[config.mk]
export PLATFORM = sky130hd
export DESIGN_NAME = lcd_driver
export DESIGN_NICKNAME = d
export VERILOG_FILES = /design/src/rtl/lcd_driver.sv
export SDC_FILE = /design/constraint.sdc
export NUM_CORES = 1
export LEC_CHECK = 0
export ABC_AREA = 1
export BUFFER_PORTS_ARGS = -buffer_cell sky130_fd_sc_hd__buf_2
export CAP_MARGIN = 0
export CORE_ASPECT_RATIO = 1.4
export CORE_MARGIN = 2
export CORE_UTILIZATION = 35
export DETAILED_ROUTE_END_ITERATION = 6
export HOLD_SLACK_MARGIN = 0.1
export SLEW_MARGIN = 20
export SYNTH_ARGS = -nofsm -noshare
export SYNTH_HDL_FRONTEND = slang
export SYNTH_SLANG_ARGS = --single-unit
[constraint.sdc]
create_clock -name i_clk -period 2.2 [get_ports i_clk]
set_input_delay 0.22 -clock i_clk [delete_from_list [all_inputs] [get_ports i_clk]]
set_output_delay 0.22 -clock i_clk [all_outputs]
set_load 0.005 [all_outputs]
[src/rtl/lcd_driver.sv]
// HD44780-style LCD write sequencer driven by a single 32-bit IO register.
// A START toggle launches one write: setup, enable pulse, hold, then a
// command-dependent execution wait. All timing comes from one down-counter.
module lcd_driver #(
    parameter int unsigned T_SETUP = 2,
    parameter int unsigned T_EN    = 12,
    parameter int unsigned T_HOLD  = 2,
    parameter int unsigned T_EXEC  = 2000,
    parameter int unsigned T_CLEAR = 82000
) (
    input  logic        i_clk,
    input  logic        i_reset,
    input  logic [31:0] i_lcd_reg,
    output logic        o_lcd_on,
    output logic        o_lcd_en,
    output logic        o_lcd_rs,
    output logic        o_lcd_rw,
    output logic [7:0]  o_lcd_data,
    output logic [31:0] o_lcd_status
);

    // Counter is reloaded with (duration - 1), so it must hold the largest duration minus one.
    localparam int unsigned T_MAX_A = (T_SETUP > T_EN)    ? T_SETUP : T_EN;
    localparam int unsigned T_MAX_B = (T_HOLD  > T_EXEC)  ? T_HOLD  : T_EXEC;
    localparam int unsigned T_MAX_C = (T_MAX_A > T_MAX_B) ? T_MAX_A : T_MAX_B;
    localparam int unsigned T_MAX   = (T_MAX_C > T_CLEAR) ? T_MAX_C : T_CLEAR;
    localparam int unsigned CNT_W   = (T_MAX > 1) ? $clog2(T_MAX) : 1;

    typedef enum logic [2:0] {
        S_IDLE,
        S_SETUP,
        S_PULSE,
        S_HOLD,
        S_EXEC
    } state_t;

    state_t             state;
    logic [CNT_W-1:0]   cnt;
    logic               start_q;
    logic               ovr_q;
    logic               busy_q;

    logic               on_in;
    logic               start_in;
    logic               req;
    logic               cnt_done;
    logic               slow_cmd;
    logic               unused_bits;

    // Decode of the IO register and of the latched command.
    assign on_in       = i_lcd_reg[31];
    assign start_in    = i_lcd_reg[30];
    assign req         = (start_in != start_q);
    assign cnt_done    = (cnt == '0);
    assign slow_cmd    = !o_lcd_rs &&
                         ((o_lcd_data == 8'h01) || (o_lcd_data == 8'h02) || (o_lcd_data == 8'h03));
    assign unused_bits = ^{i_lcd_reg[29:10], i_lcd_reg[8]};

    // Write-only interface; status exposes the sticky overrun and busy flops.
    assign o_lcd_rw     = 1'b0;
    assign o_lcd_status = {30'd0, ovr_q, busy_q};

    // Transaction sequencer: state, timing counter and all registered outputs.
    always_ff @(posedge i_clk or negedge i_reset) begin
        if (!i_reset) begin
            state      <= S_IDLE;
            cnt        <= '0;
            start_q    <= 1'b0;
            ovr_q      <= 1'b0;
            busy_q     <= 1'b0;
            o_lcd_on   <= 1'b0;
            o_lcd_en   <= 1'b0;
            o_lcd_rs   <= 1'b0;
            o_lcd_data <= 8'h00;
        end else begin
            start_q  <= start_in;
            o_lcd_on <= on_in;

            if ((state != S_IDLE) && !on_in) begin
                // Panel switched off mid-write: drop everything, no overrun.
                state    <= S_IDLE;
                cnt      <= '0;
                busy_q   <= 1'b0;
                o_lcd_en <= 1'b0;
            end else begin
                if ((state != S_IDLE) && req) begin
                    ovr_q <= 1'b1;
                end

                case (state)
                    S_IDLE: begin
                        if (req && on_in) begin
                            o_lcd_rs   <= i_lcd_reg[9];
                            o_lcd_data <= i_lcd_reg[7:0];
                            state      <= S_SETUP;
                            cnt        <= CNT_W'(T_SETUP - 1);
                            busy_q     <= 1'b1;
                        end
                    end

                    S_SETUP: begin
                        if (cnt_done) begin
                            state    <= S_PULSE;
                            cnt      <= CNT_W'(T_EN - 1);
                            o_lcd_en <= 1'b1;
                        end else begin
                            cnt <= cnt - CNT_W'(1);
                        end
                    end

                    S_PULSE: begin
                        if (cnt_done) begin
                            state    <= S_HOLD;
                            cnt      <= CNT_W'(T_HOLD - 1);
                            o_lcd_en <= 1'b0;
                        end else begin
                            cnt <= cnt - CNT_W'(1);
                        end
                    end

                    S_HOLD: begin
                        if (cnt_done) begin
                            state <= S_EXEC;
                            cnt   <= slow_cmd ? CNT_W'(T_CLEAR - 1) : CNT_W'(T_EXEC - 1);
                        end else begin
                            cnt <= cnt - CNT_W'(1);
                        end
                    end

                    S_EXEC: begin
                        if (cnt_done) begin
                            state  <= S_IDLE;
                            busy_q <= 1'b0;
                        end else begin
                            cnt <= cnt - CNT_W'(1);
                        end
                    end

                    default: begin
                        state    <= S_IDLE;
                        cnt      <= '0;
                        busy_q   <= 1'b0;
                        o_lcd_en <= 1'b0;
                    end
                endcase
            end
        end
    end

endmodule

-- After elaboration in Yosys (flattened, before gate mapping)
Index checks and enable logic that the tools add are counted.
- register bits: 34
- latch bits: 0
- RAM bits: 0
- bits in read-only memories: 0
- word-level logic and storage cells: 68
- memories: 0
- add/sub/neg operators: 1
- $mul: 0
- div/mod/pow operators: 0
- order comparisons: 0
- equality and inequality tests: 16
- shifts and indexed selects: 0
- muxes and demuxes: 22
- bitwise operators: 1
- reductions and logical operators: 19
- operators with widths (cell ; number):
    $mux 17 ; 7
    $pmux 17 s5 ; 1
    $mux 3 ; 6
    $ne 3x3->1 const B ; 6
    $logic_not 17->1 ; 1
    $sub 17x1->17 const B ; 1
    $eq 8x2->1 const B ; 2
    $pmux 3 s5 ; 1
    $reduce_and 3->1 ; 3
    $eq 8x1->1 const B ; 1
    $eq 3x2->1 const B ; 2
    $pmux 1 s3 ; 2
    $reduce_or 3->1 ; 2
    $mux 1 ; 5
    $reduce_and 5->1 ; 1
    $logic_and 1x1->1 ; 4
    $ne 2x1->1 const B ; 2
    $reduce_and 2->1 ; 2
    $eq 3x1->1 const B ; 1
    $eq 3x3->1 const B ; 1
    $logic_not 3->1 ; 1
    $reduce_bool 3->1 ; 1
    $logic_not 1->1 ; 2
    $logic_or 1x1->1 ; 2
    2 further kinds ; 2

-- Logic depth before layout (Yosys ltp)
- depth in word-level cells: 8
- gate-level depth with buffers: 13

-- Worst setup path after synthesis
Ideal clock, no wire load.
- path type: reg-to-reg
- start: reg cnt[0]
- end: reg cnt[13]
- setup time: 0.119 ns
- data arrival time: 1.458 ns
- path slack: 0.623 ns
- stages on the path, launching flop included: 13
- buffers on the path: 0
- period minus slack after synthesis: 1.577 ns
- path through: dfrtp_1 > inv_1 > ha_1 > inv_1 > nor2_1 > nand2_1 > nor2_4 > nand3_4 > nand2_4 > inv_4 > nand2_1 > nand2_1 > and2_1
- word-level cells in the longest chain between the ends: 4
- elaborated cells on any way between the ends: 10
- those cells by class: add/sub: 1; eq/ne: 1; mux: 6; reduce/logical: 2
- RTL lines (item ; RTL line ; source):
    start: declaration ; 38 ; logic [CNT_W-1:0] cnt;
    start signal: assignment ; 96 ; cnt <= CNT_W'(T_SETUP - 1);
    start signal: assignment ; 104 ; cnt <= CNT_W'(T_EN - 1);
    start signal: assignment ; 107 ; cnt <= cnt - CNT_W'(1);
    $sub 17x1->17 or $logic_not 17->1 (tied branches) ; - ;
    $mux 17 (on tied branches) ; - ;
    $pmux 17 s5 ; 90 ; case (state)
    $mux 17 ; 79 ; if ((state != S_IDLE) && !on_in) begin
Parallel ways exist; a longest one is shown, timed or not. The select of a mux whose other input is x is not followed.
A chain may end at the register's enable or synchronous reset.

-- Final worst setup path
- start: in i_lcd_reg[30]
- end: reg o_lcd_data[4]
- word-level cells in the longest chain between the ends: 3
- RTL lines (item ; RTL line ; source):
    start: declaration ; 13 ; input logic [31:0] i_lcd_reg,
    $ne 1x1->1 ; 53 ; assign req = (start_in != start_q);
    $logic_and 1x1->1 ; 92 ; if (req && on_in) begin
    $reduce_and 3->1 (no line) ; - ;
    end signal: assignment ; 94 ; o_lcd_data <= i_lcd_reg[7:0];
    end: declaration ; 18 ; output logic [7:0] o_lcd_data,
Every way passes these cells.

==> metrics.cfg <==
[status]
status = complete, no violations

[logic_synthesis]
synth_cell_types = 30
synth_mux_area_frac = 0.0375
yosys.area.top_type = dfrtp_1
synth-compound-area-share = 0.0599
synth_common_cells = nand2_1, buf_4, dfrtp_1, inv_1, nor2_1
synth.avg_cell_area_um2 = 7.32
synth_most_common_cell = nand2_1
synth_edf_count = 0
synth_top_family_by_area = simple AND/OR/NAND/NOR gates
synth-seq-cells = 34
ys_seq_area_frac = 0.354
async_flop_share = 1.00
synthFlopType = dfrtp_1
ys_top_cells_by_area = dfrtp_1, nand2_1, buf_4
synth_fa_ha_area_frac = 0.0104
syn_inst = 328
syn-cell-area_um2 = 2400
netlist.area_leader.share = 0.354
synthSimpleGateAreaFrac = 0.352
yosys_warnings = 0
synth-xor-area-share = 0.0146

[sta]
setup_violations = 0
slew_viol_final = 0
rsz0062_at_grt = no
max_slew_margin = 0.471
hold_violations = 0
finalSetupTns_ns = 0
fin_skew_ns = 0.00438
layout_min_cycle_time_ns = 1.85
fmax_ghz = 0.540
tightest_slew_ns = 0.794
fin_crit_sh = 0.842

[critical_path]
endpoint_kind = flip-flop
startpoint = i_lcd_reg[30]
r2r_setup_slack_ns = 0.37
r2r-end = cnt[13]$_DFFE_PN0P_
path_max_fanout = 11
crit_type = primary input to flip-flop
critPathArrivalTime_ns = 2.03
cp-endpoint = o_lcd_data[4]$_DFFE_PN0P_
r2r_cells = 12
critical_path_required_ns = 2.37
crit_path_start_kind = primary input
rr_startpoint = cnt[0]$_DFFE_PN0P_

[clocking]
root_buffer = clkbuf_8
path_clk_slew_ns = 0.07
ctsResizeCount = 0
cts_buffer_depth = 2
h-tree-depth = 2
cts_made_buffers = 5
cts.sinks = 34
tritoncts = done
clk_latency_ns = 0.29

[power]
leakage_uw = 0.00146
power_density_nw_per_um2 = 1310
p_seq_frac = 0.292
p_int_uw = 1770
p_sw_uw = 1660
power.total_uw = 3440
p_comb_frac = 0.564
swShare = 0.483
clock_power_share = 0.144
ir_drop_v = 0.000565

[detailed_routing]
vias = 1966
ant_nets = 0
wl_um = 4900
drt_first_pass_iters = 4
wl_per_cell_um = 10.9
post_drt_via_cell_ratio = 4.36
drt_iter0_markers = 58
drc = 0

[place]
place_congestion = 0.842
dp_hpwl_um = 3840
dp_cells = 440
numPortBuffers = 25

[global_route]
use_met2 = 0.266
busiest_layer = met2
grt_pass1_wl_um = 8350
overflow = 0
met3_usage = 0.0286
grt_use_total = 0.141
antenna_found_initial = 0
grt_max_degree = 35
grt_use_met1 = 0.158
grt_pass1_vias = 1882

[floorplanning]
core-area_um2 = 6610
row_count = 35
die_area_um2 = 7550
die_y_um = 102
start_util = 0.363
fp.dieW_um = 74.0
ios = 78

[final_layout]
antenna_cells = 0
nets = 394
fin_cells = 451
synthToLayoutAreaGrowth_pct = 8.80
layout-drive-gt1-share = 0.198

[run]
max_cap_viol_count = 0

[worst_hold_path]
hold_class = primary input to flip-flop

## metal layers
metal  routed length (µm)  vias to the layer above
met5                    0                        -
li1                     -                     1011
met4                   51                        0
met1                 2020                      903
met2                 2640                       48
met3                  189                        4
## cells in the final DEF (no fill, tap or decap)
master	synthesis	layout
inv_2	5	5
nand2_1	101	101
o21ai_2	1	1
dfrtp_1	34	34
a21oi_1	4	4
and2_1	1	1
conb_1	1	31
nand3_4	2	2
o21ai_0	17	17
mux2_2	8	8
o21bai_1	2	2
dlygate4sd3_1	0	3
xor2_1	1	1
o21ai_1	3	3
nor2_2	6	6
nand3b_1	1	1
inv_4	1	1
clkbuf_8	0	6
ha_1	2	2
nand2_2	5	5
nor2_1	31	31
nor2_8	1	1
clkinv_2	0	1
inv_1	31	31
buf_2	0	25
nand3b_2	1	1
clkinvlp_4	0	1
xnor2_1	3	3
nand4_1	1	1
nand2_4	4	4
or2_2	1	1
nor2_4	3	3
nand3_1	22	22
## worst min path at each step
stage / cells past startpoint / to / startpoint
2_1_floorplan: 0 / busy_q$_DFFE_PN0P_ / i_reset
3_3_place_gp: 1 / o_lcd_data[2]$_DFFE_PN0P_ / i_reset
3_5_place_dp: 1 / o_lcd_rs$_DFFE_PN0P_ / i_reset
4_1_cts: 2 / o_lcd_data[5]$_DFFE_PN0P_ / i_lcd_reg[5]
5_1_grt: 2 / o_lcd_data[5]$_DFFE_PN0P_ / i_lcd_reg[5]
6_report: 2 / o_lcd_data[6]$_DFFE_PN0P_ / i_lcd_reg[6]
## per-stage QoR
| step | area (µm²) | hold WS (ns) | setup WS (ns) | util |
|---|---|---|---|---|
| final | 2610 | 0.162 | 0.348 | 0.395 |
| after global routing | 2610 | 0.144 | 0.175 | 0.395 |
| after CTS | 2610 | 0.149 | 0.356 | 0.395 |
| after detailed placement | 2490 | 0.350 | 0.368 | 0.376 |
| after global placement | 2490 | 0.349 | 0.381 | 0.376 |
| after floorplan | 2510 | -0.0756 | 0.623 | - |
## worst max-delay path, stage by stage
cell and delay, ns:
dlygate4sd3_1 0.53, buf_2 0.13, or2_2 0.26, nand3_1 0.12
inv_1 0.05, nand2_1 0.31, mux2_2 0.39
## state kept, by name (all words and copies together) (netlist names)
register,count
cnt,17
busy_q,1
o_lcd_data,8
o_lcd_on,1
start_q,1
o_lcd_rs,1
state,3
ovr_q,1
o_lcd_en,1
## cells by family (layout without fill, tap and decap cells)
logic type / count (synthesis) / in the layout
AOI/OAI and AO/OA: 27 / 27
xor gates and xnor gates: 4 / 4
adders and majority gates: 2 / 2
buffers and inverters: 72 / 73
DFF: 34 / 34
muxes: 8 / 8
other: 1 / 31
and+or+nand+nor: 180 / 180
## final cells by class
type                    instances  area [µm²]
clock buffers                   6        82.6
clock inverters                 2        12.5
fillers                       699        4000
inverters                      37         141
multi-input cells             252        1260
flip-flops and latches         34         851
well taps                      92         115
repair buffers                 28         155
## power groups by stage
stage                     sequential, µW  clock, µW  combinational, µW
after floorplan                      987          0               1560
after global placement              1010          0               1930
after detailed placement            1020          0               1950
after CTS                           1010        514               1960
after global routing                1030        536               2230
final                               1000        496               1940
## what timing repair did
item,4_1_cts,5_1_grt
setup endpoints to repair,0,0
setup buffers,0,0
hold buffers,3,0
endpoints found under the hold margin,36,0
Power figures use the tool's default switching activity.
